[config.mk]
export PLATFORM = sky130hd
export DESIGN_NAME = axil_uart_tx_responder
export DESIGN_NICKNAME = d
export VERILOG_FILES = /design/src/rtl/axil_uart_tx_responder.sv
export SDC_FILE = /design/constraint.sdc
export NUM_CORES = 1
export LEC_CHECK = 0
export ABC_AREA = 1
export BUFFER_PORTS_ARGS = -buffer_cell sky130_fd_sc_hd__buf_4
export CORE_MARGIN = 4
export CORE_UTILIZATION = 50
export CTS_CLUSTER_DIAMETER = 30
export CTS_CLUSTER_SIZE = 10
export DETAILED_ROUTE_END_ITERATION = 12
export GPL_ROUTABILITY_DRIVEN = 0
export MAX_ROUTING_LAYER = met4
export PLACE_DENSITY_LB_ADDON = 0.15
export SLEW_MARGIN = 10
export SYNTH_ARGS = -nofsm -noshare
export SYNTH_HDL_FRONTEND = slang
export SYNTH_SLANG_ARGS = --single-unit
[constraint.sdc]
create_clock -name chipset_clk -period 3 [get_ports chipset_clk]
set_input_delay 0.3 -clock chipset_clk [delete_from_list [all_inputs] [get_ports chipset_clk]]
set_output_delay 0.3 -clock chipset_clk [all_outputs]
set_load 0.005 [all_outputs]
[src/rtl/axil_uart_tx_responder.sv]
`default_nettype none
// ============================================================================
// Module   : axil_uart_tx_responder
// Purpose  : AXI4-Lite responder for the UART register window. Provides a
//            TXDATA/STATUS/CTRL/DIV register map, a TX byte FIFO and an 8N1
//            serial transmitter with a programmable bit period.
// Ports    : chipset_clk / chipset_rst  - clock, synchronous active-high reset
//            uart_axi_aw* / w* / b*     - AXI4-Lite write address/data/response
//            uart_axi_ar* / r*          - AXI4-Lite read address/data
//            uart_tx                    - serial output, idles high
//            uart_irq                   - level interrupt, transmitter drained
// Revision : 1.0 - initial release
// ============================================================================
module axil_uart_tx_responder #(
  parameter int unsigned FIFO_DEPTH  = 16,
  parameter logic [15:0] DEFAULT_DIV = 16'd868
) (
  input  logic        chipset_clk,
  input  logic        chipset_rst,
  input  logic [12:0] uart_axi_awaddr,
  input  logic        uart_axi_awvalid,
  output logic        uart_axi_awready,
  input  logic [31:0] uart_axi_wdata,
  input  logic [3:0]  uart_axi_wstrb,
  input  logic        uart_axi_wvalid,
  output logic        uart_axi_wready,
  output logic [1:0]  uart_axi_bresp,
  output logic        uart_axi_bvalid,
  input  logic        uart_axi_bready,
  input  logic [12:0] uart_axi_araddr,
  input  logic        uart_axi_arvalid,
  output logic        uart_axi_arready,
  output logic [31:0] uart_axi_rdata,
  output logic [1:0]  uart_axi_rresp,
  output logic        uart_axi_rvalid,
  input  logic        uart_axi_rready,
  output logic        uart_tx,
  output logic        uart_irq
);

  localparam int unsigned        c_ptr_w       = (FIFO_DEPTH > 1) ? $clog2(FIFO_DEPTH) : 1;
  localparam int unsigned        c_cnt_w       = c_ptr_w + 1;
  localparam logic [c_cnt_w-1:0] c_depth       = c_cnt_w'(FIFO_DEPTH);
  localparam logic [1:0]         c_resp_okay   = 2'b00;
  localparam logic [1:0]         c_resp_slverr = 2'b10;

  typedef enum logic [1:0] {
    ST_IDLE  = 2'd0,
    ST_START = 2'd1,
    ST_DATA  = 2'd2,
    ST_STOP  = 2'd3
  } tx_state_t;

  logic [1:0]         r_ctrl;
  logic [15:0]        r_div;
  logic [7:0]         r_mem [FIFO_DEPTH];
  logic [c_ptr_w-1:0] r_wr_ptr, r_rd_ptr;
  logic [c_cnt_w-1:0] r_count;
  tx_state_t          r_state, w_state_next;
  logic [7:0]         r_shift, w_shift_next;
  logic [2:0]         r_bit_idx, w_bit_idx_next;
  logic [15:0]        r_baud, w_baud_next;
  logic               r_tx, w_tx_next;
  logic               r_irq;
  logic               r_bvalid, r_rvalid;
  logic [1:0]         r_bresp, r_rresp;
  logic [31:0]        r_rdata;

  logic        w_full, w_empty, w_busy, w_pop, w_push;
  logic        w_wr_fire, w_rd_fire, w_aw_err, w_ar_err, w_txdata_wr, w_bit_done;
  logic [15:0] w_bit_len;
  logic [31:0] w_status, w_rd_word;
  logic        w_unused_ok;

  assign w_unused_ok = ^{uart_axi_wdata[31:16], uart_axi_wstrb[3:2],
                         uart_axi_awaddr[1:0], uart_axi_araddr[1:0]};

  assign w_full     = (r_count == c_depth);
  assign w_empty    = (r_count == '0);
  assign w_busy     = (r_state != ST_IDLE);
  // A programmed period of zero would never terminate a bit; run it as one.
  assign w_bit_len  = (r_div == 16'd0) ? 16'd1 : r_div;
  assign w_bit_done = (r_baud == 16'd0);

  // Address and data are accepted together in a single combinational pulse;
  // the outstanding response blocks further writes until it is consumed.
  assign w_wr_fire   = ~chipset_rst & uart_axi_awvalid & uart_axi_wvalid & ~r_bvalid;
  assign w_rd_fire   = ~chipset_rst & uart_axi_arvalid & ~r_rvalid;
  assign w_aw_err    = |uart_axi_awaddr[12:4];
  assign w_ar_err    = |uart_axi_araddr[12:4];
  assign w_txdata_wr = w_wr_fire & ~w_aw_err & (uart_axi_awaddr[3:2] == 2'd0) & uart_axi_wstrb[0];
  assign w_pop       = (r_state == ST_IDLE) & r_ctrl[0] & ~w_empty;
  // A simultaneous pop frees a slot first, so a push into a full FIFO succeeds.
  assign w_push      = w_txdata_wr & (~w_full | w_pop);

  assign uart_axi_awready = w_wr_fire;
  assign uart_axi_wready  = w_wr_fire;
  assign uart_axi_bvalid  = r_bvalid;
  assign uart_axi_bresp   = r_bresp;
  assign uart_axi_arready = w_rd_fire;
  assign uart_axi_rvalid  = r_rvalid;
  assign uart_axi_rresp   = r_rresp;
  assign uart_axi_rdata   = r_rdata;
  assign uart_tx          = r_tx;
  assign uart_irq         = r_irq;

  // Write channel and writable registers
  always_ff @(posedge chipset_clk) begin
    if (chipset_rst) begin
      r_ctrl   <= 2'b00;
      r_div    <= DEFAULT_DIV;
      r_bvalid <= 1'b0;
      r_bresp  <= c_resp_okay;
    end else begin
      if (r_bvalid && uart_axi_bready) r_bvalid <= 1'b0;
      if (w_wr_fire) begin
        r_bvalid <= 1'b1;
        r_bresp  <= c_resp_okay;
        if (w_aw_err) begin
          r_bresp <= c_resp_slverr;
        end else begin
          case (uart_axi_awaddr[3:2])
            2'd0: if (uart_axi_wstrb[0] && !w_push) r_bresp <= c_resp_slverr;
            2'd2: if (uart_axi_wstrb[0]) r_ctrl <= uart_axi_wdata[1:0];
            2'd3: begin
              if (uart_axi_wstrb[0]) r_div[7:0]  <= uart_axi_wdata[7:0];
              if (uart_axi_wstrb[1]) r_div[15:8] <= uart_axi_wdata[15:8];
            end
            default: ;
          endcase
        end
      end
    end
  end

  // Read channel: data captured from pre-edge state
  always_comb begin
    w_status               = '0;
    w_status[0]            = w_full;
    w_status[1]            = w_empty;
    w_status[2]            = w_busy;
    w_status[4 +: c_cnt_w] = r_count;
  end

  always_comb begin
    w_rd_word = '0;
    case (uart_axi_araddr[3:2])
      2'd1:    w_rd_word = w_status;
      2'd2:    w_rd_word = {30'd0, r_ctrl};
      2'd3:    w_rd_word = {16'd0, r_div};
      default: w_rd_word = '0;
    endcase
  end

  always_ff @(posedge chipset_clk) begin
    if (chipset_rst) begin
      r_rvalid <= 1'b0;
      r_rresp  <= c_resp_okay;
      r_rdata  <= '0;
    end else begin
      if (r_rvalid && uart_axi_rready) r_rvalid <= 1'b0;
      if (w_rd_fire) begin
        r_rvalid <= 1'b1;
        r_rresp  <= w_ar_err ? c_resp_slverr : c_resp_okay;
        r_rdata  <= w_ar_err ? 32'd0 : w_rd_word;
      end
    end
  end

  // TX FIFO
  always_ff @(posedge chipset_clk) begin
    if (w_push) r_mem[r_wr_ptr] <= uart_axi_wdata[7:0];
  end

  always_ff @(posedge chipset_clk) begin
    if (chipset_rst) begin
      r_wr_ptr <= '0;
      r_rd_ptr <= '0;
      r_count  <= '0;
    end else begin
      if (w_push) r_wr_ptr <= r_wr_ptr + 1'b1;
      if (w_pop)  r_rd_ptr <= r_rd_ptr + 1'b1;
      case ({w_push, w_pop})
        2'b10:   r_count <= r_count + 1'b1;
        2'b01:   r_count <= r_count - 1'b1;
        default: ;
      endcase
    end
  end

  // TX FSM: r_baud counts down the remaining cycles of the current bit and is
  // reloaded at every bit boundary, so DIV changes apply from the next bit.
  always_comb begin
    w_state_next   = r_state;
    w_shift_next   = r_shift;
    w_bit_idx_next = r_bit_idx;
    w_baud_next    = r_baud;
    w_tx_next      = r_tx;
    case (r_state)
      ST_IDLE: begin
        w_tx_next = 1'b1;
        if (w_pop) begin
          w_shift_next   = r_mem[r_rd_ptr];
          w_bit_idx_next = 3'd0;
          w_baud_next    = w_bit_len - 16'd1;
          w_tx_next      = 1'b0;
          w_state_next   = ST_START;
        end
      end
      ST_START: begin
        if (w_bit_done) begin
          w_baud_next  = w_bit_len - 16'd1;
          w_tx_next    = r_shift[0];
          w_state_next = ST_DATA;
        end else begin
          w_baud_next = r_baud - 16'd1;
        end
      end
      ST_DATA: begin
        if (w_bit_done) begin
          w_baud_next = w_bit_len - 16'd1;
          if (r_bit_idx == 3'd7) begin
            w_tx_next    = 1'b1;
            w_state_next = ST_STOP;
          end else begin
            w_bit_idx_next = r_bit_idx + 3'd1;
            w_shift_next   = {1'b0, r_shift[7:1]};
            w_tx_next      = r_shift[1];
          end
        end else begin
          w_baud_next = r_baud - 16'd1;
        end
      end
      ST_STOP: begin
        if (w_bit_done) begin
          w_tx_next    = 1'b1;
          w_state_next = ST_IDLE;
        end else begin
          w_baud_next = r_baud - 16'd1;
        end
      end
      default: w_state_next = ST_IDLE;
    endcase
  end

  always_ff @(posedge chipset_clk) begin
    if (chipset_rst) begin
      r_state   <= ST_IDLE;
      r_shift   <= 8'd0;
      r_bit_idx <= 3'd0;
      r_baud    <= 16'd0;
      r_tx      <= 1'b1;
      r_irq     <= 1'b0;
    end else begin
      r_state   <= w_state_next;
      r_shift   <= w_shift_next;
      r_bit_idx <= w_bit_idx_next;
      r_baud    <= w_baud_next;
      r_tx      <= w_tx_next;
      r_irq     <= r_ctrl[1] & w_empty & (r_state == ST_IDLE);
    end
  end

endmodule
`default_nettype wire
==> impl_results.md, run 1 <==
- Status: complete, no violations
- Min-delay worst type: in -> reg
- Gr usage total: 22.2%
- CTS H-tree depth: 2
- # Post-CTS Setup Buffers: 0
- Layout area overhead: 21.1%
- CTS Hold Buffers Added: 2
- Register area: 5570 um^2
- Worst-path clk slew: roughly 0.050 ns
- Die X: 150 um
- Grt total ovfl: 0
- Total CTS buffers: 40
- Clock root buffer: clkbuf_16
- Crit path time final: 2.52 ns
- CTS tree: yes
- Power per standard cell area: 742 nW/um^2
- Yosys Warn Count: 0
- Max-slew violation count: 0
- Total wire length: around 24,000 um
- Critical Path Slowest Stage Cell: dfxtp_1
- Worst Slack Setup Final: ~0.48 ns
- Drt wl/cell: 15.7 um
- Slew margin rel.: 42.3%
- Number of port buffers: 71
- Share of cells above drive strength 1: 15.3%
- Crit Path Max Fanout: 9
- Clock skew: around 0.016 ns
- Crit path top cell by count: nand2_1
- Total number of vias: around 8,000
- FF+latch count, synth: 214
- Placed Area: 10,900 um^2
- Seq/Total Area, Yosys: 55.0%
- P_leak: 4.96 nW
- RSZ-0062 raised after global routing: no
- Max_cap viols: 0
- Post-route cell area: 12,300 um^2
- Count of final setup violators: 0
- Hold path cells: 3
- Setup Crit Path Kind: reg -> reg
- Post-Synthesis Cell Area: 10,100 um^2
- Final TNS setup: 0 ns
- Slew at the pin closest to its max-slew limit: ~0.87 ns
- Final period util: a little over four fifths
- First-pass GRT wire length: 38,500 um
- Nets: 1,332
- Largest net degree at the start of global routing: 68
- Critical path arrival: between 2 and 3 ns
- Initial DRC count: 479
- CP startpoint kind: register
- Post-synthesis cell count: 1,155
- Slowest stage delay, CP: 0.32 ns
- Path depth of the worst reg2reg path: 17
- Row count: 51
- Cts repair resizes: 0
- Clock Latency Late Sink: slightly above 0.5 ns
- Hold Fails Final Rpt: 0
- Avg Cell Area, Syn: roughly 8.8 um^2
- Worst path required time: between 3 and 4 ns
- Unique masters post-synth: 44
- Initial Util: approximately half
- Area of the multi-input gates: 3890 um^2
- Clk sink count: 214
- Via density: 5.21
- Core Box Area: 19,700 um^2
- I/O Pins: 112
- Die height: 150 um
- CP Capture Type: register
- Drt drc: 0
- DP Worst Slack: 0.519 ns
- Worst-path cell chain: inv_1 > ha_1 > nand2_1 > inv_1 > nand2_8 > inv_2 > nand2_2 > inv_1 > ha_1 > nand2_1 > nor2_1 > a211oi_1 > nand2_1 > nand2_1 > nand3_1 > nand2_1 > nor2_1
- Highest Clock Rate: around 400 MHz
- Peak supply drop: 0.442 mV
- Die area: 22,600 um^2
- Vias in the first global route: 7,611
- Fillers: 1,705
- Routed Antenna Nets: 0
- Antenna violations before repair: 1
- Detailed-placement wirelength estimate: 15,600 um
- Max Root-Sink Buffers: 3
- First-pass DRT Iterations: 5
-- cell usage after synthesis --
master	n	area (um^2)
nor2_1	218	818
nand2_1	198	743
edfxtp_1	128	3840
nand3_1	101	505
inv_1	93	349
dfxtp_1	86	1720
o21ai_0	79	395
a21oi_1	53	265
clkbuf_1	29	109
o211ai_1	26	195
buf_4	22	165
ha_1	16	200
xor2_1	16	140
nand4_1	11	68.8
buf_2	8	40.0
nor2_2	8	50.1
a211oi_1	5	37.5
a31oi_1	5	31.3
o21ai_2	5	43.8
or2_2	5	31.3
inv_2	4	15.0
o21ai_1	4	20.0
buf_1	3	11.3
nor2_4	3	33.8
nor3_1	3	15.0
xnor2_1	3	26.3
buf_6	2	22.5
nand2_2	2	12.5
nand2_4	2	22.5
o221ai_1	2	17.5
o31ai_1	2	15.0
a21boi_1	1	7.51
clkinv_1	1	3.75
conb_1	1	3.75
fa_1	1	20.0
inv_6	1	8.76
nand2_8	1	20.0
nand3_2	1	10.0
nand3b_1	1	7.51
nand4_4	1	21.3
nor3_4	1	16.3
nor4_1	1	6.26
o21ai_4	1	16.3
or2_4	1	8.76
-- through the flow --
stage               hold slack (ns)  total power [mW]  util, %  instances
CTS                         0.00364              9.15     62.3       1543
global route                0.00852              9.49     62.3       1544
floorplan                     0.399              4.41        -       1172
global placement              0.447              4.68     55.3       1467
detailed placement            0.452              4.70     55.3       1467
finish                       0.0212              9.09     62.3       1544
-- cells in the final DEF (no fill, tap or decap), types with 11 or more instances in the layout --
| master | synthesis | layout |
|---|---|---|
| nand4_1 | 11 | 11 |
| inv_1 | 93 | 93 |
| dfxtp_1 | 86 | 85 |
| clkbuf_16 | 0 | 42 |
| ha_1 | 16 | 16 |
| nand3_1 | 101 | 101 |
| xor2_1 | 16 | 16 |
| edfxtp_1 | 128 | 128 |
| o211ai_1 | 26 | 26 |
| a21oi_1 | 53 | 53 |
| nand2_1 | 198 | 198 |
| buf_4 | 22 | 94 |
| o21ai_0 | 79 | 79 |
| nor2_1 | 218 | 218 |
| conb_1 | 1 | 18 |
-- state kept, by name (all words and copies together), names as in the netlist, 2 cells and up, named ones only --
register        cells
r_shift             8
r_wr_ptr            4
r_bit_idx           3
r_baud             16
r_ctrl              2
r_rd_ptr            4
uart_axi_rdata     16
r_div              16
r_state             2
r_count             5
r_mem             128
-- per-layer routing --
| layer | vias up | track usage [%] | wire length (um) |
|---|---|---|---|
| met5 | - | - | 0 |
| met4 | 0 | 5.95 | 444 |
| met3 | 39 | 3.97 | 1510 |
| met2 | 263 | 34.1 | 10900 |
| met1 | 3727 | 30.7 | 11300 |
| li1 | 4018 | - | - |
-- area by class of cell --
class | instances | share of cell area, %
clock buffer | 53 | 9.16
multi-input combinational | 795 | 31.8
inverter | 99 | 3.07
sequential | 214 | 45.4
tap | 265 | 2.71
timing repair buffer | 96 | 5.92
clock inverter | 21 | 1.92
antenna | 1 | 0.0204
-- kinds of logic (layout without fill, tap and decap cells) --
group,count (synthesis),count (layout),synth area share [%]
fa+ha+maj,17,17,2.18
xor+xnor,19,19,1.65
other cells,1,19,0.0371
compound gates,183,183,10.3
flops,214,214,55.0
buf+inv,163,269,7.16
simple gates,558,558,23.6
-- worst max-delay path: cells and delay by family (launching register included) --
family	cells	cell delay, ns
AOI/OAI and AO/OA	1	0.23
and+or+nand+nor	10	0.78
buffers and inverters	4	0.48
DFF	1	0.32
adders and majority gates	2	0.59
-- power breakdown --
group          internal [mW]  switching [mW]  total, mW
combinational          0.464           0.894       1.36
sequential              3.22          0.0903       3.31
clock                   2.98            1.45       4.43
-- path summary, 6_finish.rpt --
check	from	to	slack, ns
max	r_state[1]	r_count[4]	0.48
min reg2reg	r_shift[5]	r_shift[5]	0.46
max reg2reg	r_state[1]	r_count[4]	0.48
min	uart_axi_wdata[14]	r_div[14]	0.02
Note: power is estimated with default switching activity, not from simulation.
==> run 2, diff against run 1 <==
ABC_AREA = 0   (was 1)
clock period = 2.22 ns   (was 3 ns; I/O delays follow)
==> impl_results.md, run 2 <==
- Final period util: 114%
- Max_cap viols: 0
- Clock root buffer: clkbuf_16
- Leading area contributor after synthesis: edfxtp_1
- Post-synthesis cell count: 772
- Unique masters post-synth: 70
- Worst hold path endpoint: r_mem[8][7]
- Initial DRC count: slightly below 600
- Die X: 146 um
- Highest Clock Rate: 395 MHz
- Max reg flops: 128
- Peak supply drop: 0.790 mV
- Failing checks: negative setup slack
- I/O Pins: 112
- Post-Synth XOR/XNOR Area: around 1.7%
- Status: finished with violations
- Power per standard cell area: a little over 800 nW/um^2
- Detailed-placement wirelength estimate: around 17,000 um
- Hold path cells: 1
- Most frequent cell after synthesis: edfxtp_1
- Total number of vias: 7,216
- Top reg by flops: r_mem
- Clock Latency Late Sink: 0.52 ns
- R2r startpoint: r_count[0]
- Fraction of the mapped netlist area in simple logic gates: 11.2%
- Synth cell count leaders: 128 x edfxtp_1, 86 x dfxtp_1, 86 x nor2_1
- Total wire length: around 26,000 um
- Avg Cell Area, Syn: 12.3 um^2
- Final TNS setup: -11.11 ns
- Routed Antenna Nets: 0
- Critical Path Slowest Stage Cell: or4_4
- Count of final setup violators: just over 100
- Via density: 5.79
- Seq/Total Area, Yosys: 58.4%
- Yosys Warn Count: 0
- Most frequent cells in the layout: 182 x buf_4, 128 x edfxtp_1, 80 x dfxtp_1, 71 x nor2_1, 49 x mux2i_1
- Worst-path clk slew: 0.05 ns
- Core Box Area: approximately 19,000 um^2
- Mux contribution to synthesized area: 11.0%
- Slew margin rel.: approximately 44%
- Post-synth EDFFs: 128
- Layout area overhead: 39.4%
- Die area: 21,300 um^2
- RSZ-0062 raised after global routing: yes
- Clk sink count: 214
- Worst Slack Setup Final: -0.312 ns
- Non-Filler Instances: 1,246
- Top cells by area, synth: edfxtp_1 40%, dfxtp_1 18%, mux2i_1 5.3%
- CP startpoint kind: register
- CP delay by family, top: compound AO/OA/AOI/OAI gates
- Antenna violations before repair: 0
- Share of cells above drive strength 1: between 40% and 50%
- Async SR Flop Fraction: 0%
- Crit path time final: 2.53 ns
- Max Root-Sink Buffers: 3
- Clock skew: 0.0230 ns
- P_leak: 4.95 nW
- DP Worst Slack: -0.415 ns
- Post-Synthesis Cell Area: 9520 um^2
- Total CTS buffers: just over 40
- Critical path arrival: ~3.0 ns
- Setup Crit Path Kind: reg -> reg
- FF+latch count, synth: 214
- Diodes inserted: 0
- Min-delay worst type: in -> reg
- Initial Util: between 50% and 60%
- Path depth of the worst reg2reg path: 11
- Worst-path cell chain: or4_4 > o211ai_1 > buf_4 > a21o_1 > inv_2 > ha_4 > a21o_1 > a21oi_2 > mux2i_2 > nand2_1 > o21ai_1
- CP Capture Type: register
- Number of port buffers: 71
- Worst path required time: roughly 2.7 ns
- Synth Area in Adders: 2.31%
- R2r endpoint: r_count[4]
- First-pass DRT Iterations: 6
- HP Start: uart_axi_wdata[7]
- Worst reg-to-reg setup slack: -0.31 ns
- Most common cell after layout, fill and taps aside: buf_4
- CTS H-tree depth: 2
- Slew at the pin closest to its max-slew limit: approximately 0.84 ns
- Hold Fails Final Rpt: 0
- Vias in the first global route: 7,285
- Placed insts: around 1,100
- Crit path top cell by count: a21o_1
- Crit Path Max Fanout: 3
- Drt wl/cell: 20.8 um
- Drt drc: 0
- Die height: 146 um
- Main combinational cell family by area after synthesis: simple AND/OR/NAND/NOR gates
- Row count: 50
- Largest net degree at the start of global routing: 70
- Max-slew violation count: 0
- Post-synth top flop: edfxtp_1
- Critical Path Stages: 11
- Worst Path Buf+Inv: 2
- Slowest stage delay, CP: 0.57 ns
- Synth top area share: between 40 and 50%
- Gr usage total: 24.0%
- Nets: 1,067
- Compound-Gate Fraction of Synth Area: 10.9%
- Grt total ovfl: 0
- CTS tree: yes
- First-pass GRT wire length: 39,500 um
## run 2: cell types whose count changed in the layout (fill, tap and decap cells not counted), sizes merged, moves of 25 or more
cell | before | now
nand3 | 102 | 3
inv | 101 | 26
a22oi | 0 | 27
mux2i | 0 | 50
o211ai | 26 | 1
nor2 | 229 | 86
o21ai | 89 | 22
buf | 94 | 200
nand2 | 203 | 48
## run 2: cell type report
type	count	area [um^2]
fill	1188	5430
inverter	21	78.8
sequential	214	5570
tap	234	293
multi-input combinational	494	4170
timing repair buffer	209	1740
clock buffer	47	1090
clock inverter	27	330
## run 2: timing repair
action	CTS	global route
resized for setup	54	52
pin swaps	29	36
hold buffers	9	0
setup buffers	18	12
endpoints found under the setup margin	161	117
hold endpoints to repair	9	0
cloned	3	0
## run 2: through the flow
stage                     hold slack (ns)  util (%)  total power [mW]  instance area, um^2
after detailed placement            0.432      58.9              4.49                11000
after global routing               0.0371      71.0              11.0                13300
after CTS                          0.0374      69.2              10.8                12900
final                              0.0358      71.0              10.7                13300
after global placement              0.414      58.9              4.48                11000
after floorplan                     0.321         -              4.37                 9750
## run 2: how the worst max path moves through the flow
stage	start	endpoint	slack, ns
final	r_count[0]	r_count[4]	-0.31
after global routing	r_count[0]	r_count[4]	-0.43
after CTS	r_div[6]	r_baud[12]	-0.26
after detailed placement	r_count[3]	r_count[4]	-0.41
after global placement	r_count[3]	r_count[4]	-0.42
after floorplan	r_div[5]	r_baud[14]	-0.21
## run 2: logic make-up after synthesis
group | Yosys count
AOI/OAI and AO/OA | 146
muxes | 78
adders and majority gates | 17
other | 1
buffers and inverters | 82
DFF | 214
xor gates and xnor gates | 19
and+or+nand+nor | 215
## run 2: report_power, final
| part | switching, mW | internal (mW) |
|---|---|---|
| Clock | 2.03 | 4.24 |
| Sequential | 0.00383 | 4.22 |
| Combinational | 0.117 | 0.0894 |
## run 2: metal layers
metal	track usage, %	wire length (um)	vias to the layer above
met3	5.14	1780	53
met4	7.34	582	0
li1	-	-	3313
met5	-	0	-
met2	38.9	13100	280
met1	30.4	10500	3570
==> run 3, diff against run 2 <==
CAP_MARGIN = 10   (was not set)
PLACE_DENSITY = 0.72   (was not set)
PLACE_DENSITY_LB_ADDON = not set   (was 0.15)
SETUP_SLACK_MARGIN = 0.4   (was not set)
==> impl_results.md, run 3 (synthesis gave the netlist of run 2 again) <==
- Worst path required time: between 2 and 3 ns
- Highest Clock Rate: roughly 400 MHz
- Largest net degree at the start of global routing: 70
- Critical Path Slowest Stage Cell: or4b_4
- Drt drc: 0
- Clock root buffer: clkbuf_16
- Total number of vias: 7,274
- Worst-path cell chain: inv_2 > ha_4 > or4b_4 > or3_4 > buf_6 > or2_4 > nor4b_4 > a22oi_1 > a21oi_1
- Detailed-placement wirelength estimate: 15,600 um
- Worst reg-to-reg setup slack: -0.30 ns
- Most common cell after layout, fill and taps aside: buf_4
- Power per standard cell area: 766 nW/um^2
- First-pass GRT wire length: just under 40,000 um
- Row count: 50
- CP delay by family, top: simple AND/OR/NAND/NOR gates
- Share of cells above drive strength 1: approximately two fifths
- Die area: 21,300 um^2
- P_leak: slightly below 5 nW
- HP Start: uart_axi_wdata[7]
- Crit Path Max Fanout: 4
- CTS tree: yes
- Max_cap viols: 0
- Status: finished with violations
- CTS H-tree depth: 2
- Drt wl/cell: 21.1 um
- Total wire length: 26,000 um
- Path depth of the worst reg2reg path: 9
- Hold path cells: 1
- R2r endpoint: r_shift[0]
- Final period util: 114%
- Critical path arrival: slightly below 3 ns
- Antenna violations before repair: 0
- Via density: 5.90
- Layout area overhead: 38.9%
- Routed Antenna Nets: 0
- Most frequent cells in the layout: 154 x buf_4, 128 x edfxtp_1, 79 x dfxtp_1, 71 x nor2_1, 49 x mux2i_1
- Top Metal Used: met4
- Tot Pwr: 10.1 mW
- Initial Util: between 50 and 60%
- Fillers: between 1,000 and 1,500
- Worst-path clk slew: about 0.050 ns
- Diodes inserted: 0
- Max-slew violation count: 0
- CP Capture Type: register
- Worst Path Buf+Inv: 2
- Initial DRC count: 617
- Max reg flops: 128
- Metal2 WL: 13,300 um
- Setup Crit Path Kind: reg -> reg
- Number of port buffers: 71
- CP startpoint kind: register
- Met1 WL: around 10,000 um
- Slew at the pin closest to its max-slew limit: 0.784 ns
- Peak supply drop: 0.834 mV
- R2r startpoint: r_baud[0]
- Non-Filler Instances: 1,232
- Crit path time final: 2.52 ns
- Met3 wire len: 1480 um
- Hold Fails Final Rpt: 0
- Gr usage total: 24.0%
- I/O Pins: 112
- First-pass DRT Iterations: 5
- Core Box Area: between 15,000 and 20,000 um^2
- Die X: 146 um
- Clk sink count: 214
- RSZ-0062 raised after global routing: yes
- Grt total ovfl: 0
- Worst Slack Setup Final: -0.302 ns
- Clock skew: 0.0268 ns
- Nets: 1,056
- Worst hold path endpoint: r_mem[10][7]
- Vias in the first global route: 7,479
- Min-delay worst type: in -> reg
- Top reg by flops: r_mem
- Slowest stage delay, CP: 0.48 ns
- Max Root-Sink Buffers: 3
- Count of final setup violators: roughly 160
- Slew margin rel.: a little under half
- Die height: 146 um
- Clock Latency Late Sink: slightly above 0.5 ns
- Placed insts: approximately 1,100
- Total CTS buffers: 39
- Failing checks: negative setup slack
## run 3: cell types whose count changed in the layout (fill, tap and decap cells not counted), moves of 3 or more
cell	delta
clkinv_4	+4
buf_12	+3
buf_4	-28
a21oi_1	+4
nand2_2	-3
buf_6	+15
bufinv_16	-3
nor2_2	-5
xnor2_1	-3
a21oi_2	-4
nor2_4	+5
## run 3: report_power, final
group | switching [mW] | internal [mW] | total [mW]
Sequential | 0.00399 | 4.21 | 4.22
Combinational | 0.116 | 0.0888 | 0.204
Clock | 2.01 | 3.70 | 5.71
## run 3: area by class of cell
class	count	area [um^2]	share of cell area (%)
clock buffers	45	1030	7.79
clock inverters	24	249	1.88
inverters	21	78.8	0.596
multi-input cells	493	4200	31.8
flip-flops and latches	214	5580	42.2
well taps	234	293	2.21
repair buffers	201	1800	13.6
## run 3: layer usage
layer	up-vias	global-route usage, %
met5	-	-
met4	0	7.76
met3	76	3.99
met2	307	40.2
met1	3613	29.9
li1	3278	-
## run 3: stage by stage
stage / setup WS (ns) / hold WS (ns) / setup TNS [ns] / util (%) / instance area [um^2]
finish: -0.302 / 0.0348 / -16.31 / 70.7 / 13200
global route: -0.355 / 0.0312 / -22.83 / 70.7 / 13200
CTS: -0.209 / 0.0202 / -3.74 / 69.3 / 13000
detailed placement: -0.218 / 0.414 / -2.39 / 59.6 / 11100
global placement: -0.117 / 0.413 / -1.02 / 59.6 / 11100
floorplan: -0.211 / 0.321 / -1.80 / - / 9990
## run 3: what timing repair did
| action | in CTS | in global routing |
|---|---|---|
| gates cloned | 3 | 0 |
| hold endpoints to repair | 9 | 0 |
| hold buffers | 9 | 0 |
| pin swaps | 33 | 32 |
| resized for setup | 47 | 41 |
| setup buffers | 22 | 10 |
| endpoints found under the setup margin | 180 | 198 |
## run 3: how the worst max path moves through the flow
stage,start,to,cells after the start,slack (ns)
global placement,r_div[0],r_baud[8],10,-0.12
CTS,r_div[6],r_baud[8],10,-0.21
finish,r_baud[0],r_shift[0],9,-0.30
floorplan,r_div[5],r_baud[14],12,-0.21
detailed placement,r_div[0],r_baud[14],10,-0.22
global route,r_div[6],r_baud[8],10,-0.36
